===== src/rtl/vx_vector_wb_serializer.sv =====
// Vector writeback serializer: takes one assembled warp commit and replays it
// as one-thread-per-cycle writes on the VRF write port (masked threads are
// skipped), then pulses a completion for (wid, rd).
module vx_vector_wb_serializer #(
   parameter int NUM_THREADS = 4,
   parameter int VLEN        = 256,
   parameter int NW_BITS     = 2,
   parameter int NR_BITS     = 5,
   parameter int TID_BITS    = (NUM_THREADS > 1) ? $clog2(NUM_THREADS) : 1
) (
   input  logic                          clk,
   input  logic                          reset,
   input  logic                          in_valid,
   output logic                          in_ready,
   input  logic [NW_BITS-1:0]            in_wid,
   input  logic [NR_BITS-1:0]            in_rd,
   input  logic [NUM_THREADS-1:0]        in_tmask,
   input  logic [NUM_THREADS*VLEN-1:0]   in_vd_data,
   output logic                          vrf_we,
   input  logic                          vrf_ready,
   output logic [NW_BITS-1:0]            vrf_wid,
   output logic [NR_BITS-1:0]            vrf_rd,
   output logic [TID_BITS-1:0]           vrf_tid,
   output logic [VLEN-1:0]               vrf_wdata,
   output logic                          done_valid,
   output logic [NW_BITS-1:0]            done_wid,
   output logic [NR_BITS-1:0]            done_rd
);

   typedef enum logic [1:0] {IDLE, WRITE, DONE} state_t;

   state_t                        state_reg;
   logic [NW_BITS-1:0]            wid_reg;
   logic [NR_BITS-1:0]            rd_reg;
   logic [NUM_THREADS-1:0]        pending_reg;
   logic [NUM_THREADS*VLEN-1:0]   data_reg;

   logic                          in_ready_reg;
   logic                          vrf_we_reg;
   logic [NW_BITS-1:0]            vrf_wid_reg;
   logic [NR_BITS-1:0]            vrf_rd_reg;
   logic [TID_BITS-1:0]           vrf_tid_reg;
   logic [VLEN-1:0]               vrf_wdata_reg;
   logic                          done_valid_reg;
   logic [NW_BITS-1:0]            done_wid_reg;
   logic [NR_BITS-1:0]            done_rd_reg;

   // Per-thread views of the incoming and captured data buses
   logic [VLEN-1:0] in_slice   [NUM_THREADS];
   logic [VLEN-1:0] data_slice [NUM_THREADS];

   for (genvar gi = 0; gi < NUM_THREADS; gi++) begin : g_slice
      assign in_slice[gi]   = in_vd_data[gi*VLEN +: VLEN];
      assign data_slice[gi] = data_reg[gi*VLEN +: VLEN];
   end

   logic [NUM_THREADS-1:0] pending_clr;
   logic [NUM_THREADS-1:0] search_mask;
   logic [TID_BITS-1:0]    sel_tid;
   logic                   sel_any;

   // Pick the next thread: lowest set bit of the incoming mask when idle, or of
   // the pending mask with the currently presented thread removed when writing.
   // Precomputing it lets the VRF outputs be registered.
   always_comb begin
      pending_clr              = pending_reg;
      pending_clr[vrf_tid_reg] = 1'b0;
      search_mask = (state_reg == IDLE) ? in_tmask : pending_clr;
      sel_tid = '0;
      sel_any = 1'b0;
      for (int t = NUM_THREADS - 1; t >= 0; t--) begin
         if (search_mask[t]) begin
            sel_tid = TID_BITS'(t);
            sel_any = 1'b1;
         end
      end
   end

   // Commit FSM with all outputs registered; a stalled write simply holds.
   always_ff @(posedge clk) begin
      if (reset) begin
         state_reg      <= IDLE;
         wid_reg        <= '0;
         rd_reg         <= '0;
         pending_reg    <= '0;
         data_reg       <= '0;
         in_ready_reg   <= 1'b1;
         vrf_we_reg     <= 1'b0;
         vrf_wid_reg    <= '0;
         vrf_rd_reg     <= '0;
         vrf_tid_reg    <= '0;
         vrf_wdata_reg  <= '0;
         done_valid_reg <= 1'b0;
         done_wid_reg   <= '0;
         done_rd_reg    <= '0;
      end else begin
         case (state_reg)
            IDLE: begin
               if (in_valid) begin
                  wid_reg      <= in_wid;
                  rd_reg       <= in_rd;
                  data_reg     <= in_vd_data;
                  pending_reg  <= in_tmask;
                  in_ready_reg <= 1'b0;
                  if (sel_any) begin
                     state_reg     <= WRITE;
                     vrf_we_reg    <= 1'b1;
                     vrf_wid_reg   <= in_wid;
                     vrf_rd_reg    <= in_rd;
                     vrf_tid_reg   <= sel_tid;
                     vrf_wdata_reg <= in_slice[sel_tid];
                  end else begin
                     state_reg      <= DONE;
                     done_valid_reg <= 1'b1;
                     done_wid_reg   <= in_wid;
                     done_rd_reg    <= in_rd;
                  end
               end
            end
            WRITE: begin
               if (vrf_ready) begin
                  pending_reg <= pending_clr;
                  if (sel_any) begin
                     vrf_tid_reg   <= sel_tid;
                     vrf_wdata_reg <= data_slice[sel_tid];
                  end else begin
                     state_reg      <= DONE;
                     vrf_we_reg     <= 1'b0;
                     vrf_wid_reg    <= '0;
                     vrf_rd_reg     <= '0;
                     vrf_tid_reg    <= '0;
                     vrf_wdata_reg  <= '0;
                     done_valid_reg <= 1'b1;
                     done_wid_reg   <= wid_reg;
                     done_rd_reg    <= rd_reg;
                  end
               end
            end
            DONE: begin
               state_reg      <= IDLE;
               in_ready_reg   <= 1'b1;
               done_valid_reg <= 1'b0;
               done_wid_reg   <= '0;
               done_rd_reg    <= '0;
            end
            default: state_reg <= IDLE;
         endcase
      end
   end

   assign in_ready   = in_ready_reg;
   assign vrf_we     = vrf_we_reg;
   assign vrf_wid    = vrf_wid_reg;
   assign vrf_rd     = vrf_rd_reg;
   assign vrf_tid    = vrf_tid_reg;
   assign vrf_wdata  = vrf_wdata_reg;
   assign done_valid = done_valid_reg;
   assign done_wid   = done_wid_reg;
   assign done_rd    = done_rd_reg;

endmodule


===== config.mk =====
export PLATFORM = sky130hd
export DESIGN_NAME = vx_vector_wb_serializer
export DESIGN_NICKNAME = d
export VERILOG_FILES = /design/src/rtl/vx_vector_wb_serializer.sv
export SDC_FILE = /design/constraint.sdc
export NUM_CORES = 2
export LEC_CHECK = 0
export ABC_AREA = 1
export BUFFER_PORTS_ARGS = -buffer_cell sky130_fd_sc_hd__buf_2
export CORE_AREA = 2 2 513 515
export DETAILED_ROUTE_END_ITERATION = 10
export DIE_AREA = 0 0 515 517
export GPL_TIMING_DRIVEN = 0
export PLACE_DENSITY = 0.45
export SYNTH_ARGS = -nofsm -noshare
export SYNTH_HDL_FRONTEND = slang
export SYNTH_SLANG_ARGS = --single-unit

===== constraint.sdc =====
create_clock -name clk -period 4.9 [get_ports clk]
set_input_delay 0.49 -clock clk [delete_from_list [all_inputs] [get_ports clk]]
set_output_delay 0.49 -clock clk [all_outputs]
set_load 0.02 [all_outputs]

### Yosys cells after proc, flatten, opt, wreduce, memory -nomap -nowiden

Index checks and enable logic that the tools add are counted.

* order comparisons: 3
* eq/ne operators: 7
* muxes and demuxes: 66
* bitwise gates (word level): 3
* reductions and logical operators: 13

Operators with widths (number)
* 256-bit two-way mux: 8
* 256-bit binary-select mux with 2-bit select: 2
* 256-bit case mux with 2 select lines: 1
* 2-bit two-way mux: 20
* 5-bit two-way mux: 8
* 5-bit case mux with 3 select lines: 1
* 1-bit two-way mux: 13
* 4-bit two-way mux: 3
* 2-bit case mux with 2 select lines: 3
* 2-bit != test (second input constant): 5
* 5-bit case mux with 2 select lines: 1
* 5-bit AND reduction: 2
* 3-bit AND reduction: 3
* 4-bit case mux with 2 select lines: 1
* 2-bit case mux with 3 select lines: 1
* 4-bit bitwise AND: 1
* 4-bit NOT: 1
* 1-bit case mux with 2 select lines: 2
* 2-bit AND reduction: 2
* 4-bit AND reduction: 1
* 2-bit nonzero test: 2
* 3-bit >= comparator (second input constant): 1
* 2-bit by 3-bit less-than comparator with 1-bit output (second input constant): 1
* 2-bit NOT with 3-bit output: 1
* 8 further kinds: 8

* bits in registers: 1312
* input port bits: 1039
* output and inout bits: 275

### Logic depth before layout (Yosys ltp)

* depth in word-level cells: 18
* mapped depth: 19

### Worst setup path before layout

No wires, ideal clock.

* path kind: flip-flop to flip-flop
* start point: register state_reg[1]
* end point: register vrf_wdata_reg[207] (netlist: vrf_wdata[207])
* arrival: 2021 ps
* data required time: 4791 ps
* slack: 2770 ps
* stages on the path, launching flop included: 19
* clock period less this slack: 2130 ps
* cells stage by stage: dfxtp_1 -> inv_1 -> ha_1 -> buf_6 -> inv_4 -> nand3_1 -> nand2_1 -> nand3_1 -> nand2_2 -> nand2_4 -> buf_6 -> buf_4 -> buf_2 -> nand2_1 -> nand3_1 -> nand3_1 -> nand3_1 -> nand2_1 -> inv_1

* word-level cells in the longest chain between the ends: 13
* elaborated cells on any way between the ends: 28
* classes of those cells: eq/ne: 4; mux: 20; bitwise: 1; reduce/logical: 3

RTL lines
* start, declared: line 32 `state_t state_reg;`
* start signal, assigned: line 82 `state_reg <= IDLE;`
* start signal, assigned: line 106 `state_reg <= WRITE;`
* start signal, assigned: line 113 `state_reg <= DONE;`
* 2-bit logical NOT: line 68, 97
* 4-bit two-way mux: line 68 `search_mask = (state_reg == IDLE) ? in_tmask : pending_clr;`
* 2-bit two-way mux (4 in a row): line 72 `if (search_mask[t]) begin`
* 2-bit NOT with 3-bit output (not written as such): line 111, 125
* 256-bit binary-select mux with 2-bit select (on tied branches): line 125, 111
* 256-bit two-way mux (on tied branches) (2 in a row): line 125, 111
* 256-bit two-way mux (on tied branches): line 123, 105
* 256-bit two-way mux (on tied branches): line 121, 99
* 256-bit case mux with 2 select lines: line 97 `case (state_reg)`
* end signal, assigned: line 111 `vrf_wdata_reg <= in_slice[sel_tid];`
* end signal, assigned: line 125 `vrf_wdata_reg <= data_slice[sel_tid];`
* end, declared: line 43 `logic [VLEN-1:0] vrf_wdata_reg;`

Parallel ways exist; a longest one is shown, timed or not. The select of a mux whose other input is x is not followed.
A chain may end at the register's enable or synchronous reset.

### Worst setup path in the final report

* start point: register state_reg[0]
* end point: register data_reg[524]

* word-level cells in the longest chain between the ends: 2

RTL lines
* 2-bit logical NOT: line 97
* 2-bit AND reduction (no source line)
* end signal, assigned: line 102 `data_reg <= in_vd_data;`
* end, declared: line 36 `logic [NUM_THREADS*VLEN-1:0] data_reg;`

No other way between the ends.

==> metrics.log <==
[metrics] outcome: finished, final reports clean
[metrics] final worst clock skew: 69.1 ps
[metrics] Detailed Route Iter0 Violations: 8,268
[metrics] DIE AREA: 266,000 sq um
[metrics] die outline width: 515 um
[metrics] Yosys top cell area share: 38.5%
[metrics] post-route non-filler standard cell count: 16,900
[metrics] maximum level of the CTS H-tree: 4
[metrics] max-slew headroom at the worst pin: 5.87%
[metrics] final setup slack of the worst path: 748 ps
[metrics] total wirelength of the detailed-routed design: 439 mm
[metrics] number of buffer and inverter instances along the worst setup path: 6
[metrics] power spent charging and discharging nets: 33.6 mW
[metrics] leading post-synthesis cells by cell area: sky130_fd_sc_hd__dfxtp_1, sky130_fd_sc_hd__nand3_1, sky130_fd_sc_hd__nand2_1
[metrics] placed instance count: 15,500
[metrics] number of flip-flops in the largest register: 1,024
[metrics] EDFF count, synth: 0
[metrics] cell with the largest stage delay on the worst path: sky130_fd_sc_hd__clkbuf_1
[metrics] remaining antenna violation count after routing: 0
[metrics] worst supply voltage drop on vdd: 0.358 mV
[metrics] endpoints failing setup: 0
[metrics] critical path's most frequent cell: sky130_fd_sc_hd__clkbuf_1
[metrics] switching power as a share of total power: 51.9%
[metrics] number of slew-limit violations in the final report: 0
[metrics] overall power after layout: 64.7 mW
[metrics] origin of the critical flop-to-flop path: state_reg[0]$_SDFFE_PP0P_
[metrics] Hold Violations, Final: 0
[metrics] sequential fraction of the synthesis area: 38.5%
[metrics] Post-CTS Setup Repair Bufs: 0
[metrics] initial cell density of the core: 26.1%
[metrics] cell chain of the critical path: inv_1 -> ha_1 -> buf_6 -> nand2_1 -> clkinv_1 -> clkbuf_1 -> clkbuf_1 -> clkbuf_1 -> a21oi_1
[metrics] routability congestion estimate: 0.938
[metrics] hold-critical path endpoint: data_reg[861]$_SDFFE_PP0P_
[metrics] count of unresolved DRC violations after routing: 0
[metrics] Finished Cell Area: 95,300 sq um
[metrics] Logic pwr share: 56.8%
[metrics] Unique masters post-synth: 31
[metrics] predominant post-synthesis flop cell: sky130_fd_sc_hd__dfxtp_1
[metrics] Finished Core Util: 36.5%
[metrics] count of input and output buffers: 1,313
[metrics] classification of the worst setup path: flip-flop to flip-flop
[metrics] cell class contributing the biggest share of worst-path delay: buffers and inverters
[metrics] Clk pwr share: 20.0%
[metrics] total via count after detailed routing: 85,000
[metrics] via count of the first global-routing pass: 82,400
[metrics] Hold Crit Depth: 3
[metrics] overflow left after global routing: 0
[metrics] number of synthesized register bits: 1,312
[metrics] origin of the worst min-delay path: in_vd_data[861]
[metrics] Clock Tree Root: sky130_fd_sc_hd__clkbuf_16
[metrics] Synthesized Nets: 11,800
[metrics] maximum number of pins on one net before global-route repair: 17
[metrics] worst hold slack: 96.1 ps
[metrics] Sequential Power Share: 23.2%
[metrics] leakage power total: 46.6 nW
[metrics] first-pass iteration count of the detailed router: 7
[metrics] reg2reg path depth: 9
[metrics] yosys warns: 0
[metrics] clock-pin slew on the worst setup and hold paths: 60 ps
[metrics] max-cap check violation count: 0
[metrics] setup total negative slack: 0 ps
[metrics] cell type with the largest total area after synthesis: sky130_fd_sc_hd__dfxtp_1
[metrics] clock buffers created by TritonCTS: 169
[metrics] path category of the worst min-delay check: primary input to flip-flop
[metrics] number of antenna violations at the first check in global routing: 189
[metrics] final routed wire length divided by cell count: 25.9 um
[metrics] shortest period the worst path allows: 4150 ps
[metrics] Power Dens Cells: 679 nW/um^2
[metrics] Crit Reg-Reg Endpoint: data_reg[524]$_SDFFE_PP0P_
[metrics] sort of element at the start of the critical path: flip-flop
[metrics] HPWL reported at the end of detailed placement: 343 mm
[metrics] final net count: 14,300
[metrics] largest buffer count on any clock path: 3
[metrics] worst slack at placement: 747 ps
[metrics] die height: 517 um
[metrics] maximum fanout encountered on the critical timing path: 10
[metrics] Period Utilization, post-route: 84.7%
[metrics] std cell rows: 188
[metrics] Area after DPL: 79,200 sq um
[metrics] delay of the slowest cell on the worst path: 960 ps
[metrics] first-pass GRT wire length: 606 mm
[metrics] top library cells by usage in the layout, fill and taps aside: sky130_fd_sc_hd__nand3_1, sky130_fd_sc_hd__nand2_1, sky130_fd_sc_hd__buf_2
[metrics] achievable clock frequency: 0.241 GHz
[metrics] clock latency on the worst-skew pair: 850 ps
[metrics] clock tree from TritonCTS: built
[metrics] required time of the worst setup path: 5550 ps
[metrics] unrepaired setup endpoints after global routing: no
[metrics] fraction of final layout cells with drive strength greater than 1: 15.9%
[metrics] Post-Syn Instances: 10,800
[metrics] overall fraction of global-route tracks in use: 31.6%
[metrics] synthesized area per cell: 6.33 sq um
[metrics] via density per instance: 5.02
[metrics] most frequent standard cell in the layout excluding fill and tap cells: sky130_fd_sc_hd__nand3_1
[metrics] launch point of the critical path: state_reg[0]$_SDFFE_PP0P_
[metrics] Arr. time, crit path: 4810 ps
[metrics] core region area: 261,000 sq um
[metrics] area added between synthesis and finish: 39.8%
[metrics] post-synthesis instance area: 68,200 sq um
[metrics] clk sink count: 1,312
[metrics] Synth async-reset ratio: 0%
[metrics] number of top-level design ports: 1,314
[metrics] capturing element type of the critical path: flip-flop
[metrics] design internal power: 31.1 mW
[metrics] Worst-Margin Slew: 1410 ps
[metrics] setup slack of the worst register-to-register path: 750 ps
==> cell usage after synthesis (2+ instances only) <==
library cell / number
sky130_fd_sc_hd__nand2_2: 4
sky130_fd_sc_hd__o21ai_2: 2
sky130_fd_sc_hd__nand2_4: 2
sky130_fd_sc_hd__nand3_1: 2476
sky130_fd_sc_hd__buf_4: 18
sky130_fd_sc_hd__nor2_2: 3
sky130_fd_sc_hd__inv_1: 1256
sky130_fd_sc_hd__a21oi_1: 952
sky130_fd_sc_hd__nand2_1: 1992
sky130_fd_sc_hd__o22ai_1: 7
sky130_fd_sc_hd__dfxtp_1: 1312
sky130_fd_sc_hd__buf_6: 4
sky130_fd_sc_hd__ha_1: 4
sky130_fd_sc_hd__nor2_1: 748
sky130_fd_sc_hd__buf_2: 475
sky130_fd_sc_hd__clkbuf_1: 427
sky130_fd_sc_hd__inv_2: 8
sky130_fd_sc_hd__buf_1: 16
sky130_fd_sc_hd__o21ai_0: 1044
==> what timing repair did <==
item / in CTS / in global routing
hold endpoints to repair: 1023 / 0
gates resized for setup: 0 / 0
hold buffers: 1016 / 0
==> power by group through the flow <==
stage          sequential [mW]  combinational [mW]  clock, mW
2_1_floorplan             15.7                20.5          0
3_3_place_gp              15.2                35.5          0
3_5_place_dp              15.2                35.6          0
4_1_cts                   15.0                36.4       13.1
5_1_grt                   15.3                40.1       13.5
6_report                  15.0                36.8       12.9
==> cell families after synthesis <==
| kind of cell | count (synthesis) | synth area share, % |
|---|---|---|
| fa+ha+maj | 4 | 0.0734 |
| compound gates | 2011 | 14.8 |
| flops | 1312 | 38.5 |
| simple gates | 5229 | 33.4 |
| buf+inv | 2206 | 13.2 |
==> how the worst max path moves through the flow <==
stage | endpoint | slack (ps) | cells past startpoint
2_1_floorplan | vrf_wdata[207]$_SDFFE_PP0P_ | 2770 | 18
3_3_place_gp | vrf_wdata[55]$_SDFFE_PP0P_ | 240 | 17
3_5_place_dp | data_reg[524]$_SDFFE_PP0P_ | 750 | 9
4_1_cts | data_reg[520]$_SDFFE_PP0P_ | 710 | 9
5_1_grt | data_reg[520]$_SDFFE_PP0P_ | 590 | 9
6_report | data_reg[524]$_SDFFE_PP0P_ | 750 | 9
==> worst min-delay path, delay by kind of cell <==
family / cells / cell delay, ps
compound gates: 1 / 90
buf+inv: 2 / 310
==> routing by layer <==
layer / routed length, um / global-route usage (%) / up-vias / share of wire [%]
met5: 228 / 0 / - / 0.052
met4: 22600 / 15.4 / 38 / 5.2
met3: 33200 / 5.96 / 822 / 7.6
met2: 200000 / 51.6 / 3833 / 46
met1: 183000 / 39.9 / 40200 / 42
li1: - / - / 40100 / -
==> cell type report <==
type	instances	area (sq um)
antenna	132	330
clock inverter	47	632
buffer	940	4260
timing repair buffer	2336	16900
multi-input combinational	7244	32900
fill	28800	166000
clock buffer	252	4960
inverter	1266	4750
tap	3420	4280
sequential	1312	26300
Power figures use the tool's default switching activity.
